**src/rtl/cpu_run_harness.sv**
```systemverilog
// Load/run/check harness for the 16-bit CPU: copies a program and a data preload from an
// image ROM, runs the CPU until halt or timeout, then compares a list of registers.
module cpu_run_harness #(
    parameter int PROG_LEN   = 32,
    parameter int DPRE_LEN   = 2,
    parameter int NUM_CHECKS = 2,
    parameter int DATA_W     = 16,
    parameter int IMG_AW     = 8,
    parameter int RA_W       = 4,
    parameter int TIMEOUT    = 4096,
    localparam int CIW       = $clog2(NUM_CHECKS) + 1,
    localparam int CW        = $clog2(TIMEOUT + 1)
) (
    input  logic              CLK,
    input  logic              rst,
    input  logic              start,
    output logic [IMG_AW-1:0] img_addr,
    input  logic [DATA_W-1:0] img_data,
    output logic              imem_we,
    output logic [IMG_AW-1:0] imem_addr,
    output logic [DATA_W-1:0] imem_wdata,
    output logic              dmem_we,
    output logic [DATA_W-1:0] dmem_addr,
    output logic [DATA_W-1:0] dmem_wdata,
    output logic              cpu_rst,
    input  logic              do_halt,
    output logic [CIW-1:0]    chk_idx,
    input  logic [RA_W-1:0]   chk_reg,
    input  logic [DATA_W-1:0] chk_exp,
    output logic [RA_W-1:0]   reg_raddr,
    input  logic [DATA_W-1:0] reg_rdata,
    output logic              res_valid,
    output logic [CIW-1:0]    res_idx,
    output logic [DATA_W-1:0] res_data,
    output logic              res_ok,
    output logic              busy,
    output logic              done,
    output logic              pass,
    output logic              timeout,
    output logic [CW-1:0]     cycle_count
);

    localparam int SW = IMG_AW + 1;
    localparam logic [SW-1:0]     PL       = SW'(PROG_LEN);
    localparam logic [SW-1:0]     DL2      = SW'(2 * DPRE_LEN);
    localparam logic [IMG_AW-1:0] DPRE_BASE = (DPRE_LEN > 0) ? IMG_AW'(PROG_LEN) : '0;
    localparam logic [CIW-1:0]    LAST_CHK = CIW'(NUM_CHECKS - 1);
    localparam logic [CW-1:0]     TO_LIM   = CW'(TIMEOUT);

    typedef enum logic [2:0] {
        S_IDLE, S_LOAD_I, S_LOAD_D, S_RUN, S_CHECK, S_DONE
    } state_t;

    state_t            state_reg;
    logic [SW-1:0]     step_reg;
    logic              halt_prev_reg;
    logic              issue_reg;
    logic [DATA_W-1:0] exp_reg;
    logic [CIW-1:0]    mism_reg;

    logic           halt_evt;
    logic           match;
    logic [CIW-1:0] mism_next;

    assign halt_evt  = halt_prev_reg && !do_halt;
    assign match     = (reg_rdata == exp_reg);
    assign mism_next = mism_reg + CIW'(res_valid && !match);

    // ROM and register-file data arrive one cycle after their address, so the
    // write data and check results pass straight through, gated by their strobes.
    assign imem_wdata = imem_we ? img_data : '0;
    assign dmem_wdata = dmem_we ? img_data : '0;
    assign reg_raddr  = issue_reg ? chk_reg : '0;
    assign res_data   = res_valid ? reg_rdata : '0;
    assign res_ok     = res_valid && match;
    assign busy       = (state_reg == S_LOAD_I) || (state_reg == S_LOAD_D) ||
                        (state_reg == S_RUN)    || (state_reg == S_CHECK);

    always_ff @(posedge CLK or negedge rst) begin
        if (!rst) begin
            state_reg     <= S_IDLE;
            step_reg      <= '0;
            halt_prev_reg <= 1'b0;
            issue_reg     <= 1'b0;
            exp_reg       <= '0;
            mism_reg      <= '0;
            img_addr      <= '0;
            imem_we       <= 1'b0;
            imem_addr     <= '0;
            dmem_we       <= 1'b0;
            dmem_addr     <= '0;
            cpu_rst       <= 1'b0;
            chk_idx       <= '0;
            res_valid     <= 1'b0;
            res_idx       <= '0;
            done          <= 1'b0;
            pass          <= 1'b0;
            timeout       <= 1'b0;
            cycle_count   <= '0;
        end else begin
            imem_we   <= 1'b0;
            imem_addr <= '0;
            dmem_we   <= 1'b0;
            dmem_addr <= '0;
            res_valid <= 1'b0;
            case (state_reg)
                S_IDLE, S_DONE: begin
                    if (start) begin
                        state_reg   <= S_LOAD_I;
                        step_reg    <= '0;
                        img_addr    <= '0;
                        cycle_count <= '0;
                        mism_reg    <= '0;
                        pass        <= 1'b0;
                        timeout     <= 1'b0;
                        done        <= 1'b0;
                    end
                end
                S_LOAD_I: begin
                    if (step_reg == PL) begin
                        state_reg <= S_LOAD_D;
                        step_reg  <= '0;
                        img_addr  <= DPRE_BASE;
                    end else begin
                        imem_we   <= 1'b1;
                        imem_addr <= img_addr;
                        step_reg  <= step_reg + 1'b1;
                        if (step_reg + 1'b1 < PL)
                            img_addr <= img_addr + 1'b1;
                    end
                end
                S_LOAD_D: begin
                    // Odd steps deliver an address word; the data word follows next cycle.
                    if (step_reg[0]) begin
                        dmem_we   <= 1'b1;
                        dmem_addr <= img_data;
                    end
                    if (step_reg == DL2) begin
                        state_reg     <= S_RUN;
                        cpu_rst       <= 1'b1;
                        halt_prev_reg <= 1'b0;
                        img_addr      <= '0;
                    end else begin
                        step_reg <= step_reg + 1'b1;
                        img_addr <= img_addr + 1'b1;
                    end
                end
                S_RUN: begin
                    halt_prev_reg <= do_halt;
                    cycle_count   <= cycle_count + 1'b1;
                    // Halt wins when it coincides with the timeout limit.
                    if (halt_evt) begin
                        cpu_rst   <= 1'b0;
                        state_reg <= S_CHECK;
                        chk_idx   <= '0;
                        issue_reg <= 1'b1;
                    end else if (cycle_count + 1'b1 == TO_LIM) begin
                        cpu_rst   <= 1'b0;
                        timeout   <= 1'b1;
                        pass      <= 1'b0;
                        done      <= 1'b1;
                        state_reg <= S_DONE;
                    end
                end
                S_CHECK: begin
                    mism_reg <= mism_next;
                    if (issue_reg) begin
                        res_valid <= 1'b1;
                        res_idx   <= chk_idx;
                        exp_reg   <= chk_exp;
                        chk_idx   <= chk_idx + 1'b1;
                        if (chk_idx == LAST_CHK)
                            issue_reg <= 1'b0;
                    end else begin
                        state_reg <= S_DONE;
                        done      <= 1'b1;
                        pass      <= (mism_next == '0);
                        chk_idx   <= '0;
                    end
                end
                default: state_reg <= S_IDLE;
            endcase
        end
    end

endmodule

```
**config.mk**
```make
export PLATFORM = sky130hd
export DESIGN_NAME = cpu_run_harness
export DESIGN_NICKNAME = d
export VERILOG_FILES = /design/src/rtl/cpu_run_harness.sv
export SDC_FILE = /design/constraint.sdc
export NUM_CORES = 1
export LEC_CHECK = 0
export CAP_MARGIN = 5
export CORE_MARGIN = 4
export CORE_UTILIZATION = 41
export DETAILED_ROUTE_END_ITERATION = 10
export GPL_TIMING_DRIVEN = 0
export HOLD_SLACK_MARGIN = 0.1
export PLACE_DENSITY = 0.87
export REMOVE_ABC_BUFFERS = 1
export SETUP_SLACK_MARGIN = 0.4
export SLEW_MARGIN = 30
export SYNTH_ARGS = -nofsm -noshare
export SYNTH_HDL_FRONTEND = slang
export SYNTH_SLANG_ARGS = --single-unit
```
**constraint.sdc**
```tcl
create_clock -name CLK -period 2.41 [get_ports CLK]
set_input_delay 0.3615 -clock CLK [delete_from_list [all_inputs] [get_ports CLK]]
set_output_delay 0.3615 -clock CLK [all_outputs]
set_load 0.02 [all_outputs]
```
Word-level counts from Yosys, hierarchy flattened
Cells that the tools add are included.
- register bits: 88
- reduce and logical (&&, ||, !) cells: 28
- $lt $le $gt $ge: 1
- muxes and demuxes: 56
- eq/ne operators: 20
- $add $sub $neg: 5
- operators by type and width (cell ; number):
    two-way mux 16 bit ; 5
    two-way mux 8 bit ; 6
    two-way mux 9 bit ; 3
    case mux 9 bit (3 select lines) ; 1
    case mux 13 bit (2 select lines) ; 1
    case mux 8 bit (3 select lines) ; 1
    two-way mux 1 bit ; 19
    two-way mux 3 bit ; 6
    == test 16 bit ; 1
    case mux 3 bit (5 select lines) ; 1
    adder 13 x 1 -> 13 bit, second input constant ; 1
    == test 13 bit, second input constant ; 1
    two-way mux 13 bit ; 1
    != test 2 bit, second input constant ; 5
    AND reduction 2 bit ; 5
    AND reduction 5 bit ; 2
    adder 9 x 1 -> 9 bit, second input constant ; 1
    == test 9 x 3 -> 1 bit, second input constant ; 1
    == test 9 x 6 -> 1 bit, second input constant ; 1
    < comparator 9 x 6 -> 1 bit, second input constant ; 1
    AND reduction 3 bit ; 3
    adder 8 x 1 -> 8 bit, second input constant ; 1
    case mux 1 bit (2 select lines) ; 4
    case mux 2 bit (2 select lines) ; 2
    other kinds (21) ; 37

Depth between registers and ports, before layout
Gate-level depths: netlist (run 1).
- word-level depth: 7
- mapped depth: 11
- gate-level depth less buffers: 9

Worst setup path before layout (run 1)
Ideal clock, no wire load.
- path kind: flip-flop to flip-flop
- start point: register step_reg[0]
- end point: register img_addr[5]
- clock period less this slack: 2.370 ns
- arrival time: 2.242 ns
- data required time: 2.282 ns
- slack: 0.040 ns
- stages on the path, launching flop included: 11
- path through: dfrtp_1 > clkbuf_1 > clkbuf_1 > inv_1 > ha_1 > nor3b_4 > and3_1 > a311o_1 > o21ai_1 > buf_4 > mux2_1
- cells in the longest elaborated chain, start to end: 4
- elaborated cells on any way between the ends: 9
- classes of those cells: add/sub: 1; order compare: 1; eq/ne: 3; mux: 3; reduce/logical: 1
- ends and longest elaborated chain (element ; RTL line ; source):
    start: declaration ; 55 ; logic [SW-1:0] step_reg;
    start signal: assignment ; 127 ; step_reg <= step_reg + 1'b1;
    start signal: assignment ; 144 ; step_reg <= step_reg + 1'b1;
    adder 9 x 1 -> 9 bit ; 128 ; if (step_reg + 1'b1 < PL)
    < comparator 9 x 6 -> 1 bit ; 128 ;
    != test 3 x 1 -> 1 bit (no line) ; -- ;
    AND reduction 3 bit (no line) ; -- ;
    end signal: assignment ; 129 ; img_addr <= img_addr + 1'b1;
    end signal: assignment ; 145 ; img_addr <= img_addr + 1'b1;
    end: declaration ; 17 ; output logic [IMG_AW-1:0] img_addr,
Parallel ways exist; a longest one is shown, timed or not.
A chain may end at the register's enable or synchronous reset.

Final worst setup path (run 1)
- start point: input port reg_rdata[8]
- end point: register pass
- cells in the longest elaborated chain, start to end: 7
- ends and longest elaborated chain (element ; RTL line ; source):
    start: declaration ; 31 ; input logic [DATA_W-1:0] reg_rdata,
    == test 16 bit ; 66 ; assign match = (reg_rdata == exp_reg);
    zero test 1 bit ; 67 ; assign mism_next = mism_reg + CIW'(res_valid && !match);
    logical AND 1 bit ; 67 ;
    adder 2 x 1 -> 2 bit ; 67 ;
    zero test 2 bit ; 177 ; pass <= (mism_next == '0);
    two-way mux 1 bit ; 167 ; if (issue_reg) begin
    case mux 1 bit (3 select lines) ; 106 ; case (state_reg)
    end signal: assignment ; 177 ;
    end: declaration ; 38 ; output logic pass,
No other way between the ends. The select of a mux whose other input is x is not followed.

==> out/metrics.cfg, run 1 <==
[clock_tree]
cts_tree = built
h_tree_depth = 3
clk-insertion-delay-late_ps = 330
cts.sink_count = 88
clockRootBuffer = sky130_fd_sc_hd__clkbuf_16
worst_setup_hold_path_clk_slew_ps = 70
maximum_buffer_depth_of_the_clock_tree = 2
cts_inserted_buffers = 9

[global_routing]
grt_start_max_net_pins = 48
global_route_wire_length_before_repair_mm = 22.40
overflow = 0
number_of_global_route_vias_before_repair = 4421
globalRouteTotalUtil = 0.2075
grt_antenna_before_repair = 0

[routing]
drt_first_pass_iters = 5
via_per_inst = 5.498
drt.antenna.violating_nets = 0
routed_wirelength_mm = 15.79
wl_per_cell_um = 18.36
detailroute.via_count = 4728
drt_iter0_drc = 371
detail_route.drc_violations = 0

[critical_path]
worst_endpoint_required_time_ps = 2650
worst_path_largest_cell_delay_ps = 440
critical_path_peak_fanout = 2
critical_path_arrival_ps = 2440
setup.reg_to_reg.worst_slack_ps = 220
critical_path.slowest_cell = sky130_fd_sc_hd__clkdlybuf4s50_1
critPathTopFamily = simple AND/OR/NAND/NOR gates
worstSetupPathType = in -> reg
worst_setup_path_start_kind = primary input
critical_path_depth = 10
worst_path_most_repeated_cell = sky130_fd_sc_hd__xor2_1
critPathCaptureType = flip-flop
crit_path_cell_trace = clkdlybuf4s50_1 -> xor2_1 -> nor4_2 -> nand4_1 -> and2_4 -> ha_4 -> xor2_1 -> nor3_1 -> mux2i_1 -> a211oi_2
reg2reg_to = pass
reg2regPathDepth = 9
worstPathBufferInverterCount = 1
worstSetupEndpoint = pass
r2r-start = exp_reg[1]
worst_setup_path_startpoint = reg_rdata[8]

[sta]
min_period_over_period = 0.9124
setup_viol = 0
final_hold_viol_count = 0
worst-slew-pin-transition_ps = 665.0
period_minus_slack_ps = 2199
grt_setup_unrepaired = true
max_slew_margin = 0.5556
fin_setup_tns_ps = 0
finClkSkew_ps = 7.120
report.final.slew_viol_count = 0
timing.fmax_mhz = 454.8

[status]
result_of_the_run = finished, final reports clean

[cells_and_area]
final_layout_size_suffix_gt1_frac = 0.2455
design.final.nets = 776
area_growth_syn_to_layout_pct = 61.37
final_area_sq_um = 7672
count_of_inserted_antenna_diode_cells = 0
finish.cell_count_without_fillers = 860

[power_and_ir_drop]
fin_total_pwr_uw = 7612
power.static_leakage_uw = 0.003620
peak_supply_drop_uv = 583.2
power_density_nw_per_um2 = 992.1

[die]
die_h_um = 115.7
pin_count = 166
die_area_sq_um = 13380
floorplan.rows = 39
die_width_um = 115.7
effective_utilization_at_floorplan = 0.4182
core_sq_um = 11370

[synth]
ys_seq_area_frac = 0.4632
synth-warning-count = 0
area_share_of_the_largest_cell_type_after_synthesis = 0.4632
ys_types = 57
synth-async-reset-ratio = 1.000
synth_edf_count = 0
synthTopCellsByArea = sky130_fd_sc_hd__dfrtp_1 (46%), sky130_fd_sc_hd__and2_1 (8.7%), sky130_fd_sc_hd__mux2_2 (4.5%)
synthFlopType = sky130_fd_sc_hd__dfrtp_1
syn_area_per_cell_sq_um = 9.664
yosys_register_bits = 88
synthesis.area_sq_um = 4755
gate_count_of_the_mapped_netlist = 492
yosysTopAreaCell = sky130_fd_sc_hd__dfrtp_1

[job]
maxCapViolCount = 0

[min_path]
number_of_cells_on_the_worst_hold_path = 1
worst_hold_check_path_type = reg -> reg

[place]
gpl.final_weighted_congestion = 0.8830
place_hpwl_mm = 10.07
placedInstanceArea_sq_um = 6511
port_buffers = 165
place_inst = 778

-- cell type report --
type | instances | area, sq um
clock inverter | 6 | 117.6
tap | 143 | 178.9
multi-input combinational | 372 | 2671
sequential | 88 | 2220
inverter | 9 | 33.78
fill | 773 | 3697
timing repair buffer | 233 | 2226
clock buffer | 9 | 225.2
-- power breakdown --
part	switching, uW	internal [uW]	leakage, uW
sequential	332	1780	0.00117
clock	587	1020	0.000164
combinational	2070	1820	0.00229
total	2990	4620	0.00362
-- what timing repair did --
item,in CTS,in global routing
endpoints found under the setup margin,112,85
hold buffers,1,0
pin swaps,24,24
gates resized for setup,66,58
buffers inserted,31,34
gates cloned,0,1
hold endpoints to repair,46,0
-- logic make-up after synthesis --
group | synth area share
AND/OR/NAND/NOR | 0.2647
XOR/XNOR | 0.03684
adder cells (fa/ha/maj) | 0.01842
AO/OA/AOI/OAI | 0.1303
flip-flops | 0.4632
multiplexers | 0.05579
buffers and inverters | 0.03079
-- layer usage --
layer	global-route usage	share of wire
met3	0.04073	0.066
met5	0	0
met4	0.05800	0.027
met1	0.2610	0.39
met2	0.3650	0.52
-- stage by stage --
step | hold slack [ps] | setup slack, ps | util
after detailed placement | 324.9 | -395.9 | 0.5727
after floorplan | 65.91 | 85.25 | -
after global routing | 532.1 | 105.4 | 0.6748
after global placement | 488.7 | -2114 | 0.5693
final | 519.8 | 211.1 | 0.6748
after CTS | 514.1 | 185.4 | 0.6364
-- Yosys cell counts, types with 3 or more instances --
master	count
sky130_fd_sc_hd__o22ai_1	4
sky130_fd_sc_hd__inv_1	9
sky130_fd_sc_hd__nor4_1	6
sky130_fd_sc_hd__a31oi_1	4
sky130_fd_sc_hd__nor2_1	37
sky130_fd_sc_hd__nor3b_1	3
sky130_fd_sc_hd__buf_2	6
sky130_fd_sc_hd__mux2i_1	4
sky130_fd_sc_hd__mux2_2	19
sky130_fd_sc_hd__dfrtp_1	88
sky130_fd_sc_hd__and2_1	66
sky130_fd_sc_hd__and3_1	24
sky130_fd_sc_hd__o21ai_1	9
sky130_fd_sc_hd__nand2b_1	6
sky130_fd_sc_hd__nor2b_1	8
sky130_fd_sc_hd__xor2_1	18
sky130_fd_sc_hd__o41ai_1	3
sky130_fd_sc_hd__ha_1	7
sky130_fd_sc_hd__o21ai_0	35
sky130_fd_sc_hd__a21o_1	3
sky130_fd_sc_hd__a211oi_1	3
sky130_fd_sc_hd__a21oi_1	11
sky130_fd_sc_hd__clkbuf_1	14
sky130_fd_sc_hd__nand3_1	12
sky130_fd_sc_hd__nor3_1	7
sky130_fd_sc_hd__nand2_1	43
sky130_fd_sc_hd__nand4_1	7
-- cell usage in the layout, fill, tap and decap left out, types with 3 or more instances in the layout --
cell type / instances
sky130_fd_sc_hd__nand3_1: 11
sky130_fd_sc_hd__clkdlybuf4s50_1: 134
sky130_fd_sc_hd__nand2_2: 3
sky130_fd_sc_hd__a31oi_1: 4
sky130_fd_sc_hd__ha_1: 4
sky130_fd_sc_hd__nor2_4: 4
sky130_fd_sc_hd__dfrtp_1: 74
sky130_fd_sc_hd__dlymetal6s2s_1: 14
sky130_fd_sc_hd__o21ai_0: 27
sky130_fd_sc_hd__bufinv_16: 3
sky130_fd_sc_hd__nor2_2: 5
sky130_fd_sc_hd__a21oi_1: 8
sky130_fd_sc_hd__inv_1: 8
sky130_fd_sc_hd__dlygate4sd2_1: 15
sky130_fd_sc_hd__mux2_2: 19
sky130_fd_sc_hd__nand2_1: 39
sky130_fd_sc_hd__and2_1: 62
sky130_fd_sc_hd__buf_4: 53
sky130_fd_sc_hd__buf_6: 10
sky130_fd_sc_hd__nor2b_1: 7
sky130_fd_sc_hd__and3_1: 22
sky130_fd_sc_hd__a21oi_2: 3
sky130_fd_sc_hd__mux2i_1: 4
sky130_fd_sc_hd__o41ai_1: 3
sky130_fd_sc_hd__a21o_1: 3
sky130_fd_sc_hd__o22ai_1: 4
sky130_fd_sc_hd__o21ai_2: 4
sky130_fd_sc_hd__xor2_1: 18
sky130_fd_sc_hd__and2_4: 3
sky130_fd_sc_hd__nand2b_1: 6
sky130_fd_sc_hd__nor4_2: 3
sky130_fd_sc_hd__nand4_1: 7
sky130_fd_sc_hd__dfrtp_2: 14
sky130_fd_sc_hd__nor2_1: 28
sky130_fd_sc_hd__clkbuf_16: 9
sky130_fd_sc_hd__nor3_1: 5
sky130_fd_sc_hd__o21ai_1: 12
sky130_fd_sc_hd__buf_2: 3
-- worst min-delay path by stage --
stage / slack [ps] / end / start
final: 520 / res_idx[1] / res_idx[1]
after global placement: 490 / res_idx[0] / res_idx[0]
after CTS: 510 / res_idx[1] / res_idx[1]
after detailed placement: 320 / cycle_count[6] / rst
after global routing: 530 / cpu_rst / cpu_rst
after floorplan: 70 / chk_idx[0] / rst
Power figures use the tool's default switching activity.
==> inputs of run 2 (changes only) <==
--- a/config.mk
+++ b/config.mk
@@ -6,7 +6,7 @@
 export NUM_CORES = 1
 export LEC_CHECK = 0
 export CAP_MARGIN = 5
-export CORE_MARGIN = 4
+export CORE_MARGIN = 5
 export CORE_UTILIZATION = 41
 export DETAILED_ROUTE_END_ITERATION = 10
 export GPL_TIMING_DRIVEN = 0
==> out/metrics.cfg, run 2 (synthesized netlist as in run 1, its figures left out) <==
[cells_and_area]
final_layout_size_suffix_gt1_frac = 0.2489  ; was 0.2455
count_of_inserted_antenna_diode_cells = 0  ; unchanged
fillers = 775  ; was 773
area_growth_syn_to_layout_pct = 61.66  ; was 61.37%
final_common_cell = sky130_fd_sc_hd__clkdlybuf4s50_1  ; unchanged
layout.area.seq_sq_um = 2225  ; was 2220 sq um
layout_common_cells = sky130_fd_sc_hd__clkdlybuf4s50_1 (126), sky130_fd_sc_hd__dfrtp_1 (70), sky130_fd_sc_hd__and2_1 (61)  ; was sky130_fd_sc_hd__clkdlybuf4s50_1 (134), sky130_fd_sc_hd__dfrtp_1 (74), sky130_fd_sc_hd__and2_1 (62)
design.final.nets = 769  ; was 776
finish.cell_count_without_fillers = 854  ; was 860
multi_input_comb_area_sq_um = 2723  ; was 2671 sq um

[power_and_ir_drop]
internal-power_uw = 4476  ; was 4619 uW
share_seq_of_total_power = 0.287  ; was 0.278
fin_total_pwr_uw = 7500  ; was 7612 uW
power.static_leakage_uw = 0.003648  ; was 0.003620 uW
switching_power_uw = 3024  ; was 2993 uW
comb_power_share = 0.506  ; was 0.511
clkPwrFrac = 0.207  ; was 0.211
power.switching_fraction = 0.4032  ; was 0.3932
power_density_nw_per_um2 = 975.8  ; was 992.1 nW/um^2
peak_supply_drop_uv = 588.0  ; was 583.2 uV

[critical_path]
worstPathBufferInverterCount = 3  ; was 1
reg2regPathDepth = 10  ; was 9
worstSetupPathType = reg -> reg  ; was in -> reg
critical_path.slowest_cell = sky130_fd_sc_hd__dfrtp_2  ; was sky130_fd_sc_hd__clkdlybuf4s50_1
critical_path_depth = 10  ; unchanged
critical_path_peak_fanout = 7  ; was 2
worst_endpoint_required_time_ps = 2600  ; was 2650 ps
worst_setup_path_start_kind = flip-flop  ; was primary input
critPathCaptureType = flip-flop  ; unchanged
critPathTopFamily = simple AND/OR/NAND/NOR gates  ; unchanged
worst_path_largest_cell_delay_ps = 450  ; was 440 ps
critical_path_arrival_ps = 2340  ; was 2440 ps
crit_path_cell_trace = inv_2 -> ha_4 -> nor3b_4 -> buf_4 -> a31oi_4 -> nor2_4 -> buf_6 -> nor2_1 -> o21ai_1 -> o21ai_0  ; was clkdlybuf4s50_1 -> xor2_1 -> nor4_2 -> nand4_1 -> and2_4 -> ha_4 -> xor2_1 -> nor3_1 -> mux2i_1 -> a211oi_2

[sta]
setup_viol = 0  ; unchanged
grt_setup_unrepaired = true  ; unchanged
report.final.slew_viol_count = 0  ; unchanged
period_minus_slack_ps = 2150  ; was 2199 ps
max_slew_margin = 0.6827  ; was 0.5556
worst-slew-pin-transition_ps = 475.4  ; was 665.0 ps
final.hold.worst_slack_ps = 498.3  ; was 519.8 ps
fin_setup_tns_ps = 0  ; unchanged
min_period_over_period = 0.8920  ; was 0.9124
finClkSkew_ps = 9.423  ; was 7.120 ps
timing.fmax_mhz = 465.2  ; was 454.8 MHz
final_hold_viol_count = 0  ; unchanged

[die]
pin_count = 166  ; unchanged
effective_utilization_at_floorplan = 0.4182  ; unchanged
die_width_um = 117.7  ; was 115.7 um
floorplan.rows = 39  ; unchanged
die_h_um = 117.7  ; was 115.7 um
core_sq_um = 11370  ; unchanged
die_area_sq_um = 13850  ; was 13,380 sq um

[clock_tree]
cts_inserted_buffers = 9  ; unchanged
cts_tree = built  ; unchanged
maximum_buffer_depth_of_the_clock_tree = 2  ; unchanged
cts.sink_count = 88  ; unchanged
clockRootBuffer = sky130_fd_sc_hd__clkbuf_16  ; unchanged
worst_setup_hold_path_clk_slew_ps = 60  ; was 70 ps
clk-insertion-delay-late_ps = 340  ; was 330 ps
h_tree_depth = 3  ; unchanged

[global_routing]
grt_start_max_net_pins = 49  ; was 48
globalRouteTotalUtil = 0.2095  ; was 0.2075
number_of_global_route_vias_before_repair = 4513  ; was 4,421
global_route_wire_length_before_repair_mm = 24.01  ; was 22.40 mm
overflow = 0  ; unchanged
grt_antenna_before_repair = 0  ; unchanged

[routing]
wl_per_cell_um = 19.43  ; was 18.36 um
routed_wirelength_mm = 16.59  ; was 15.79 mm
detail_route.drc_violations = 0  ; unchanged
detailroute.via_count = 4819  ; was 4,728
via_per_inst = 5.643  ; was 5.498
drt_iter0_drc = 453  ; was 371
drt_first_pass_iters = 5  ; unchanged
drt.antenna.violating_nets = 0  ; unchanged

[min_path]
worst_hold_check_path_type = in -> async  ; was reg -> reg

[status]
result_of_the_run = finished, final reports clean  ; unchanged

[place]
place_hpwl_mm = 10.16  ; was 10.07 mm
place_inst = 778  ; unchanged
gpl.final_weighted_congestion = 0.8542  ; was 0.8830
port_buffers = 165  ; unchanged

[job]
maxCapViolCount = 0  ; unchanged

-- run 2: cell count changes in the layout (fill, tap and decap cells not counted), moves of 3 or more --
cell	before	now
sky130_fd_sc_hd__dfrtp_2	14	18
sky130_fd_sc_hd__o21ai_0	27	30
sky130_fd_sc_hd__buf_4	53	45
sky130_fd_sc_hd__clkdlybuf4s50_1	134	126
sky130_fd_sc_hd__dfrtp_1	74	70
sky130_fd_sc_hd__nor2b_1	7	4
sky130_fd_sc_hd__nor2b_2	1	4
sky130_fd_sc_hd__dlygate4sd2_1	15	21
sky130_fd_sc_hd__a21oi_2	3	0
-- run 2: power by group through the flow --
| stage | registers [uW] | logic (uW) | clock network, uW |
|---|---|---|---|
| 2_1_floorplan | 2250 | 1530 | 0 |
| 3_3_place_gp | 2180 | 2620 | 0 |
| 3_5_place_dp | 2200 | 2740 | 0 |
| 4_1_cts | 2130 | 3250 | 1570 |
| 5_1_grt | 2190 | 4030 | 1640 |
| 6_report | 2150 | 3790 | 1560 |
-- run 2: final timing paths --
kind                             start         endpoint  slack, ps
min in group CLK            res_idx[1]       res_idx[1]        510
max                        step_reg[0]      step_reg[4]        260
min                                rst  cycle_count[11]        500
min reg2reg                 res_idx[1]       res_idx[1]        510
max in group asynchronous          rst          dmem_we       1320
max reg2reg                step_reg[0]      step_reg[4]        260
-- run 2: area by class of cell --
class / instances / share of cell area
Multi-Input combinational cell: 372 / 0.3542
Sequential cell: 88 / 0.2894
Timing Repair Buffer: 226 / 0.2846
Clock buffer: 11 / 0.03288
Tap cell: 143 / 0.02328
Clock inverter: 5 / 0.01123
Inverter: 9 / 0.004395
-- run 2: repair_timing --
action,in CTS,in global routing
pin swaps,15,37
hold endpoints to repair,40,0
gates resized for setup,65,75
gates cloned,1,0
hold buffers,1,0
endpoints found under the setup margin,105,80
setup buffers,30,28
-- run 2: stage by stage --
stage | setup WS [ps] | instance area [sq um] | utilization
floorplan | 85.25 | 4642 | -
global placement | -2183 | 6472 | 0.5693
detailed placement | -423.9 | 6515 | 0.5730
CTS | 257.7 | 7216 | 0.6346
global route | 206.9 | 7686 | 0.6760
finish | 260.2 | 7686 | 0.6760
-- run 2: worst reg2reg max path: cells and delay by family (launching register included) --
family	cells	cell delay, ps
buffers and inverters	3	430
AND/OR/NAND/NOR	3	510
AO/OA/AOI/OAI	3	480
adder cells (fa/ha/maj)	1	130
flip-flops	1	450
-- run 2: metal layers --
metal | up-vias | part of all wire | global-route usage
met4 | 0 | 0.022 | 0.05233
met2 | 267 | 0.53 | 0.3879
met5 | - | 0 | 0
li1 | 2156 | - | -
met1 | 2355 | 0.37 | 0.2456
met3 | 41 | 0.069 | 0.04325
==> inputs of run 3 (changes only) <==
--- a/config.mk
+++ b/config.mk
@@ -10,7 +10,6 @@
 export CORE_UTILIZATION = 41
 export DETAILED_ROUTE_END_ITERATION = 10
 export GPL_TIMING_DRIVEN = 0
-export HOLD_SLACK_MARGIN = 0.1
 export PLACE_DENSITY = 0.87
 export REMOVE_ABC_BUFFERS = 1
 export SETUP_SLACK_MARGIN = 0.4
==> results of run 3 <==
The final DEF is identical to that of run 2; final timing and power are the same.
